`src/rtl/fuzzy_sample_sequencer_pkg.sv`:
```
// Shared constants for the fuzzy sample sequencer: core MMIO map,
// CTRL bit positions, sequencer state enum and CTRL word builder.
package fuzzy_sample_sequencer_pkg;

    localparam logic [7:0] ADDR_STATUS = 8'h00;
    localparam logic [7:0] ADDR_CTRL   = 8'h01;
    localparam logic [7:0] ADDR_T      = 8'h02;
    localparam logic [7:0] ADDR_DT     = 8'h03;
    localparam logic [7:0] ADDR_GOUT   = 8'h04;

    localparam int CTRL_START    = 0;
    localparam int CTRL_REG_MODE = 1;
    localparam int CTRL_DT_MODE  = 2;
    localparam int CTRL_INIT     = 3;

    typedef enum logic [2:0] {
        S_WAIT_TICK,
        S_GET_SAMPLE,
        S_WR_T,
        S_WR_DT,
        S_WR_CTRL,
        S_WAIT_VALID,
        S_RD_G,
        S_PUSH
    } seq_state_e;

    function automatic logic [7:0] ctrl_word(input logic dt_mode,
                                             input logic reg_mode);
        logic [7:0] w;
        w                = '0;
        w[CTRL_START]    = 1'b1;
        w[CTRL_REG_MODE] = reg_mode;
        w[CTRL_DT_MODE]  = dt_mode;
        w[CTRL_INIT]     = 1'b0;
        return w;
    endfunction

endpackage

```
`src/rtl/fuzzy_sample_sequencer_if.sv`:
```
// Bus bundle of the sequencer: sample input handshake, result output
// handshake and the MMIO master port plus status pins of the fuzzy core.
// master = sequencer side, slave = sensor/consumer/core side.
interface fuzzy_sample_sequencer_if;
    logic       sample_valid;
    logic       sample_ready;
    logic [7:0] sample_t;
    logic       res_valid;
    logic       res_ready;
    logic [7:0] res_g;
    logic       res_err;
    logic       m_cs;
    logic       m_rd;
    logic       m_wr;
    logic [7:0] m_addr;
    logic [7:0] m_wdata;
    logic [7:0] m_rdata;
    logic       core_busy;
    logic       core_valid;

    modport master (
        input  sample_valid, sample_t, res_ready,
        input  m_rdata, core_busy, core_valid,
        output sample_ready, res_valid, res_g, res_err,
        output m_cs, m_rd, m_wr, m_addr, m_wdata
    );

    modport slave (
        output sample_valid, sample_t, res_ready,
        output m_rdata, core_busy, core_valid,
        input  sample_ready, res_valid, res_g, res_err,
        input  m_cs, m_rd, m_wr, m_addr, m_wdata
    );
endinterface

```
`src/rtl/fuzzy_sample_sequencer_sat_sub8.sv`:
```
// sat_sub8: combinational signed 8-bit a - b, clamped to [-128,+127].
// Ports: a, b (signed 8) in; y (signed 8) out.
module sat_sub8 (
    input  logic signed [7:0] a,
    input  logic signed [7:0] b,
    output logic signed [7:0] y
);
    logic [8:0] diff;

    always_comb begin
        diff = {a[7], a} - {b[7], b};
        y    = diff[7:0];
        // 9-bit result not representable in 8 bits: clamp by sign
        if (diff[8] != diff[7]) begin
            y = diff[8] ? 8'sh80 : 8'sh7F;
        end
    end
endmodule

```
`src/rtl/fuzzy_sample_sequencer.sv`:
```
// Autonomous MMIO master sequencing the fuzzy core once per period tick.
// Ports: clk, rst_n, enable, cfg_period/reg_mode/dt_mode, overrun, bus.
module fuzzy_sample_sequencer
    import fuzzy_sample_sequencer_pkg::*;
#(
    parameter int PERIOD_W = 16,
    parameter int TIMEOUT  = 64
) (
    input  logic                clk,
    input  logic                rst_n,
    input  logic                enable,
    input  logic [PERIOD_W-1:0] cfg_period,
    input  logic                cfg_reg_mode,
    input  logic                cfg_dt_mode,
    output logic                overrun,
    fuzzy_sample_sequencer_if.master bus
);
    localparam int WC_W = $clog2(TIMEOUT) + 1;
    localparam logic [WC_W-1:0] WC_LAST = WC_W'(TIMEOUT - 1);

    seq_state_e          state_q, state_d;
    logic                gap_q, gap_d;
    logic [PERIOD_W-1:0] cnt_q, cnt_d;
    logic [WC_W-1:0]     wcnt_q, wcnt_d;
    logic [7:0]          t_q, t_d, t_prev_q, t_prev_d;
    logic                first_q, first_d;
    logic                dtm_q, dtm_d, rm_q, rm_d;
    logic [7:0]          res_g_q, res_g_d;
    logic                res_err_q, res_err_d;
    logic                overrun_q, overrun_d;

    logic                tick;
    logic [7:0]          dt_raw, dt_val;
    logic                sample_ready, res_valid;
    logic                m_cs, m_rd, m_wr;
    logic [7:0]          m_addr, m_wdata;
    logic                unused_busy;

    // completion is taken from the valid pulse only
    assign unused_busy = bus.core_busy;

    // >= so a shrinking cfg_period never strands the counter
    assign tick   = enable && (cnt_q >= cfg_period);
    assign dt_val = first_q ? 8'h00 : dt_raw;

    sat_sub8 u_sat (
        .a (t_q),
        .b (t_prev_q),
        .y (dt_raw)
    );

    always_ff @(posedge clk or negedge rst_n) begin
        if (!rst_n) begin
            state_q   <= S_WAIT_TICK;
            gap_q     <= 1'b0;
            cnt_q     <= '0;
            wcnt_q    <= '0;
            t_q       <= '0;
            t_prev_q  <= '0;
            first_q   <= 1'b1;
            dtm_q     <= 1'b0;
            rm_q      <= 1'b0;
            res_g_q   <= '0;
            res_err_q <= 1'b0;
            overrun_q <= 1'b0;
        end else begin
            state_q   <= state_d;
            gap_q     <= gap_d;
            cnt_q     <= cnt_d;
            wcnt_q    <= wcnt_d;
            t_q       <= t_d;
            t_prev_q  <= t_prev_d;
            first_q   <= first_d;
            dtm_q     <= dtm_d;
            rm_q      <= rm_d;
            res_g_q   <= res_g_d;
            res_err_q <= res_err_d;
            overrun_q <= overrun_d;
        end
    end

    always_comb begin
        state_d      = state_q;
        gap_d        = gap_q;
        cnt_d        = cnt_q;
        wcnt_d       = wcnt_q;
        t_d          = t_q;
        t_prev_d     = t_prev_q;
        first_d      = first_q;
        dtm_d        = dtm_q;
        rm_d         = rm_q;
        res_g_d      = res_g_q;
        res_err_d    = res_err_q;
        overrun_d    = overrun_q;
        sample_ready = 1'b0;
        res_valid    = 1'b0;
        m_cs         = 1'b0;
        m_rd         = 1'b0;
        m_wr         = 1'b0;
        m_addr       = ADDR_STATUS;
        m_wdata      = 8'h00;

        if (enable) begin
            cnt_d = tick ? '0 : cnt_q + PERIOD_W'(1);
        end
        if (tick && (state_q != S_WAIT_TICK)) begin
            overrun_d = 1'b1;
        end

        unique case (state_q)
            S_WAIT_TICK: begin
                if (tick) state_d = S_GET_SAMPLE;
            end
            S_GET_SAMPLE: begin
                sample_ready = 1'b1;
                if (bus.sample_valid) begin
                    t_d     = bus.sample_t;
                    dtm_d   = cfg_dt_mode;
                    rm_d    = cfg_reg_mode;
                    gap_d   = 1'b0;
                    state_d = S_WR_T;
                end
            end
            S_WR_T: begin
                gap_d = ~gap_q;
                if (!gap_q) begin
                    m_cs    = 1'b1;
                    m_wr    = 1'b1;
                    m_addr  = ADDR_T;
                    m_wdata = t_q;
                end else begin
                    state_d = dtm_q ? S_WR_CTRL : S_WR_DT;
                end
            end
            S_WR_DT: begin
                gap_d = ~gap_q;
                if (!gap_q) begin
                    m_cs    = 1'b1;
                    m_wr    = 1'b1;
                    m_addr  = ADDR_DT;
                    m_wdata = dt_val;
                end else begin
                    t_prev_d = t_q;
                    first_d  = 1'b0;
                    state_d  = S_WR_CTRL;
                end
            end
            S_WR_CTRL: begin
                gap_d = ~gap_q;
                if (!gap_q) begin
                    m_cs    = 1'b1;
                    m_wr    = 1'b1;
                    m_addr  = ADDR_CTRL;
                    m_wdata = ctrl_word(dtm_q, rm_q);
                end else begin
                    wcnt_d  = '0;
                    state_d = S_WAIT_VALID;
                end
            end
            S_WAIT_VALID: begin
                if (bus.core_valid) begin
                    gap_d   = 1'b0;
                    state_d = S_RD_G;
                end else if (wcnt_q == WC_LAST) begin
                    res_err_d = 1'b1;
                    res_g_d   = 8'h00;
                    first_d   = 1'b1;
                    state_d   = S_PUSH;
                end else begin
                    wcnt_d = wcnt_q + WC_W'(1);
                end
            end
            S_RD_G: begin
                gap_d = ~gap_q;
                if (!gap_q) begin
                    m_cs   = 1'b1;
                    m_rd   = 1'b1;
                    m_addr = ADDR_GOUT;
                end else begin
                    res_g_d   = bus.m_rdata;
                    res_err_d = 1'b0;
                    state_d   = S_PUSH;
                end
            end
            S_PUSH: begin
                res_valid = 1'b1;
                if (bus.res_ready) state_d = S_WAIT_TICK;
            end
            default: state_d = S_WAIT_TICK;
        endcase

        // dT history is meaningless across a disabled stretch
        if (!enable) first_d = 1'b1;
    end

    assign bus.sample_ready = sample_ready;
    assign bus.res_valid    = res_valid;
    assign bus.res_g        = res_g_q;
    assign bus.res_err      = res_err_q;
    assign bus.m_cs         = m_cs;
    assign bus.m_rd         = m_rd;
    assign bus.m_wr         = m_wr;
    assign bus.m_addr       = m_addr;
    assign bus.m_wdata      = m_wdata;
    assign overrun          = overrun_q;

endmodule

```
`src/flat_wrapper.sv`:
```
// flat-port wrapper written by rule: the top's interface ports become plain ports
module fuzzy_sample_sequencer_flat import fuzzy_sample_sequencer_pkg::*;
#(
    parameter int PERIOD_W = 16,
    parameter int TIMEOUT  = 64
)
  (clk, rst_n, enable, cfg_period, cfg_reg_mode, cfg_dt_mode, overrun, bus_sample_valid, bus_sample_t, bus_res_ready, bus_m_rdata, bus_core_busy, bus_core_valid, bus_sample_ready, bus_res_valid, bus_res_g, bus_res_err, bus_m_cs, bus_m_rd, bus_m_wr, bus_m_addr, bus_m_wdata);
  fuzzy_sample_sequencer_if bus_i ();
  input  logic clk;
  input  logic rst_n;
  input  logic enable;
  input  logic [PERIOD_W-1:0] cfg_period;
  input  logic cfg_reg_mode;
  input  logic cfg_dt_mode;
  output logic overrun;
  input wire logic [$bits(bus_i.sample_valid)-1:0] bus_sample_valid;
  input wire logic [$bits(bus_i.sample_t)-1:0] bus_sample_t;
  input wire logic [$bits(bus_i.res_ready)-1:0] bus_res_ready;
  input wire logic [$bits(bus_i.m_rdata)-1:0] bus_m_rdata;
  input wire logic [$bits(bus_i.core_busy)-1:0] bus_core_busy;
  input wire logic [$bits(bus_i.core_valid)-1:0] bus_core_valid;
  output wire logic [$bits(bus_i.sample_ready)-1:0] bus_sample_ready;
  output wire logic [$bits(bus_i.res_valid)-1:0] bus_res_valid;
  output wire logic [$bits(bus_i.res_g)-1:0] bus_res_g;
  output wire logic [$bits(bus_i.res_err)-1:0] bus_res_err;
  output wire logic [$bits(bus_i.m_cs)-1:0] bus_m_cs;
  output wire logic [$bits(bus_i.m_rd)-1:0] bus_m_rd;
  output wire logic [$bits(bus_i.m_wr)-1:0] bus_m_wr;
  output wire logic [$bits(bus_i.m_addr)-1:0] bus_m_addr;
  output wire logic [$bits(bus_i.m_wdata)-1:0] bus_m_wdata;
  assign bus_i.sample_valid = bus_sample_valid;
  assign bus_i.sample_t = bus_sample_t;
  assign bus_i.res_ready = bus_res_ready;
  assign bus_i.m_rdata = bus_m_rdata;
  assign bus_i.core_busy = bus_core_busy;
  assign bus_i.core_valid = bus_core_valid;
  assign bus_sample_ready = bus_i.sample_ready;
  assign bus_res_valid = bus_i.res_valid;
  assign bus_res_g = bus_i.res_g;
  assign bus_res_err = bus_i.res_err;
  assign bus_m_cs = bus_i.m_cs;
  assign bus_m_rd = bus_i.m_rd;
  assign bus_m_wr = bus_i.m_wr;
  assign bus_m_addr = bus_i.m_addr;
  assign bus_m_wdata = bus_i.m_wdata;
  fuzzy_sample_sequencer #(.PERIOD_W(PERIOD_W), .TIMEOUT(TIMEOUT)) u_core (.clk(clk), .rst_n(rst_n), .enable(enable), .cfg_period(cfg_period), .cfg_reg_mode(cfg_reg_mode), .cfg_dt_mode(cfg_dt_mode), .overrun(overrun), .bus(bus_i));
endmodule
```
`config.mk`:
```
export PLATFORM = sky130hd
export DESIGN_NAME = fuzzy_sample_sequencer_flat
export DESIGN_NICKNAME = d
export VERILOG_FILES = /design/src/rtl/fuzzy_sample_sequencer_pkg.sv /design/src/rtl/fuzzy_sample_sequencer_if.sv /design/src/rtl/fuzzy_sample_sequencer_sat_sub8.sv /design/src/rtl/fuzzy_sample_sequencer.sv /design/src/flat_wrapper.sv
export SDC_FILE = /design/constraint.sdc
export NUM_CORES = 1
export LEC_CHECK = 0
export ABC_CLOCK_PERIOD_IN_PS = 2500
export CAP_MARGIN = 20
export CORE_MARGIN = 1.5
export CORE_UTILIZATION = 45
export DETAILED_ROUTE_END_ITERATION = 7
export GPL_ROUTABILITY_DRIVEN = 1
export GPL_TIMING_DRIVEN = 1
export PLACE_DENSITY = 0.74
export SYNTH_ARGS = -nofsm -noshare
export SYNTH_HDL_FRONTEND = slang
export SYNTH_SLANG_ARGS = --single-unit
```
`constraint.sdc`:
```
create_clock -name clk -period 2.5 [get_ports clk]
set_clock_uncertainty 0.15 [all_clocks]
set_input_delay 0.375 -clock clk [delete_from_list [all_inputs] [get_ports clk]]
set_output_delay 0.375 -clock clk [all_outputs]
set_load 0.01 [all_outputs]
```
==> results.md <==
* Worst-path fanout max at 5
* Sequential power share at 0.245
* Detailed-route DRC error count at 0
* Final #Nets at 574
* TritonCTS clock tree: yes
* Setup TNS at -4270 ps
* Worst-path cell chain: inv_2, ha_4, inv_2, fa_2, a211oi_2, buf_4, o31ai_4, mux2i_4, buf_6, maj3_2, o21ai_2, buf_2
* Number of global-route vias before repair at approximately 3.2k
* ANT cells at 0
* First-pass GRT wire length at 14300 µm
* Worst rel slew slack at 0.622
* Seq cells post-synth at 56
* Total of max-cap violations at 0
* Top-count cell post-synth: dfrtp_1
* Core area at approximately 7800 µm²
* Ports at between 70 and 80
* Die height at 93.5 µm
* Worst Setup End Kind: output pin
* Initial Utilization at 0.470
* Total global routing overflow at 0
* Die X at 93.5 µm
* CTS clk-pin slew, worst paths at 110 ps
* Number of synthesized flops with an enable pin at 0
* Max Buffers Root-to-Sink at 2
* GP Congestion at between 0.9 and 1
* Ys flop type: dfrtp_1
* Pre-CTS setup slack at -599 ps
* Slowest Stage Delay on Critical Path at 400 ps
* Worst skew pair latency at 320 ps
* Pin count of the biggest net entering global routing at 33
* Pleak at 2.26 nW
* Max VDD drop at 0.767 mV
* Synthesized cell area at 3690 µm²
* Adder-cell share of the synthesized area at 0.114
* Number of cells produced by synthesis at slightly above 400
* Synth area leader: dfrtp_1
* Setup violators final at 8
* 1st-iter DRT viols at about 110
* Setup CP Type: register to output pin
* Synth area leaders: dfrtp_1 (37%), ha_1 (8.8%), mux2_2 (5.2%)
* Post-layout minimum cycle time at approximately 3000 ps
* Crit path arrival time at roughly 2600 ps
* Hold WS at about 320 ps
* DRT Pass-1 Iters at 4
* CP dominant cell by count: inv_2
* NetSw at 2.32 mW
* Multiplexer area fraction after synthesis at 0.0584
* Final instance area at 4850 µm²
* Sequential area share after synthesis at 0.381
* Root buffer cell: clkbuf_8
* Overall power at 5.75 mW
* Internal Power at 3.43 mW
* RSZ-0062 raised after global routing: true
* Clock Power Share at 0.104
* Finished Layout Cells at just over 600
* Violated checks: negative setup slack
* Avg Inst Size Synth at around 9.1 µm²
* Compound-gate portion of the synthesized area at 0.178
* Synth top area share at 0.373
* Fill cells at 679
* Worst Path Required at 1980 ps
* Comb pwr share at 0.651
* Finished Core Util at 0.618
* Crit start category: register
* Async SR Flop Fraction at 1.00
* Area growth syn-to-layout at 31.5%
* Routed Antenna Nets at 0
* Placed cell count at 593
* Post-route clock period utilization at 1.23
* Fin worst setup slack at -577 ps
* Worst-margin pin slew at 567 ps
* Sinks on Clock Net at 56
* Number of vias per cell at 5.24
* Detailed-route via count at 3194
* IO buf count at 65
* H-tree depth at 2
* Synth Area in XOR/XNOR at 0.0451
* Outcome: finished, violations left
* Total CTS buffers at 5
* Hold Crit Class: register to register
* Placed Instance Area at 4680 µm²
* Synth warn at 0
* Switching part of the total at 0.403
* Total die area at 8740 µm²
* Row Count at 32
* HPWL Detailed at 6410 µm
* Post-synthesis simple-gate area fraction at 0.163
* Yosys cell types at just under 60
* Largest family of logic cells by synthesized area: compound AO/OA/AOI/OAI gates
* Initial antenna violation count at 0
* WL final at ~8200 µm
* Slew Limit Fails at 0
* Fmax at 325 MHz
* Fin. Hold Viols at 0
* Drt wl/cell at 13.5 µm
* GRT Overall Usage at 0.203
* Crit-path slowest cell: dfrtp_1
* Layout cells sized above 1 at 0.207
* Most common library cells after synthesis: dfrtp_1 (55), nand2_1 (47), nor2_1 (37), inv_1 (36), o21ai_0 (27)
* Cell Pwr Density at 1190 nW/µm²
==> what timing repair did <==
| action | CTS | global route |
|---|---|---|
| hold buffers | 1 | 0 |
| buffers inserted | 6 | 1 |
| endpoints found under the setup margin | 8 | 13 |
| hold endpoints to repair | 24 | 0 |
| gates resized for setup | 39 | 7 |
| pin swaps | 9 | 2 |
==> area by class of cell <==
| type | count | area (µm²) | area share |
|---|---|---|---|
| Clock inverter | 2 | 38.8 | 0.00800 |
| Sequential cell | 56 | 1400 | 0.289 |
| Tap cell | 102 | 128 | 0.0263 |
| Inverter | 36 | 135 | 0.0279 |
| Clock buffer | 6 | 72.6 | 0.0150 |
| Timing Repair Buffer | 105 | 941 | 0.194 |
| Multi-Input combinational cell | 302 | 2130 | 0.439 |
==> routing by layer <==
layer	share of wire	global-route usage
met1	0.47	0.279
met2	0.48	0.334
met3	0.038	0.0309
met4	0.0096	0.0530
met5	0	0
==> state kept, by name, indices dropped and copies added (netlist names), 3 cells and up <==
register,flops
u_core.t_q,8
u_core.bus.res_g,8
u_core.cnt_q,16
u_core.state_q,3
u_core.t_prev_q,8
u_core.wcnt_q,7
==> cell families after synthesis <==
| kind of cell | after synthesis |
|---|---|
| other cells | 1 |
| mux | 19 |
| simple gates | 130 |
| xor+xnor | 19 |
| buf+inv | 50 |
| flops | 56 |
| fa+ha+maj | 34 |
| compound gates | 95 |
==> worst paths after layout <==
path | start | to | slack [ps] | cells after the start
worst min-delay path | u_core.overrun | u_core.overrun | 320 | 1
worst min register to register | u_core.overrun | u_core.overrun | 320 | 1
max in group asynchronous | rst_n | u_core.first_q | 1130 | 3
worst max register to register | u_core.cnt_q[4] | u_core.overrun | 260 | 7
min in group asynchronous | rst_n | u_core.cnt_q[14] | 430 | 2
worst max-delay path | u_core.t_q[0] | bus_m_wdata[6] | -580 | 12
==> worst max-delay path: cells and delay by family (launching register included) <==
kind / cells / cell delay, ps
flip-flops: 1 / 400
multiplexers: 1 / 280
buffers and inverters: 5 / 570
AO/OA/AOI/OAI: 3 / 340
adder cells (fa/ha/maj): 3 / 660
==> cells in the final DEF (no fill, tap or decap), types with 4 or more instances in the layout <==
cell type / Yosys / final
a21o_1: 6 / 6
a21oi_1: 19 / 19
a22o_1: 6 / 6
buf_2: 4 / 9
buf_4: 5 / 34
buf_6: 1 / 4
clkbuf_8: 0 / 5
clkdlybuf4s50_1: 0 / 54
conb_1: 1 / 5
dfrtp_1: 55 / 55
ha_1: 26 / 25
inv_1: 36 / 32
inv_2: 0 / 4
maj3_2: 5 / 7
mux2_2: 17 / 17
nand2_1: 47 / 47
nand2b_1: 6 / 6
nand3_1: 13 / 13
nor2_1: 37 / 36
nor3_1: 6 / 6
o21a_1: 7 / 7
o21ai_0: 27 / 26
o21ai_1: 9 / 8
xnor2_1: 12 / 12
xor2_1: 7 / 7
==> power groups by stage <==
stage,Sequential [mW],Combinational (mW),Clock [mW]
3_3_place_gp,1.40,3.34,0
2_1_floorplan,1.40,2.30,0
6_report,1.41,3.74,0.601
5_1_grt,1.44,4.13,0.651
4_1_cts,1.40,3.71,0.619
3_5_place_dp,1.42,3.44,0
No activity file was read; power rests on OpenSTA's default activity.
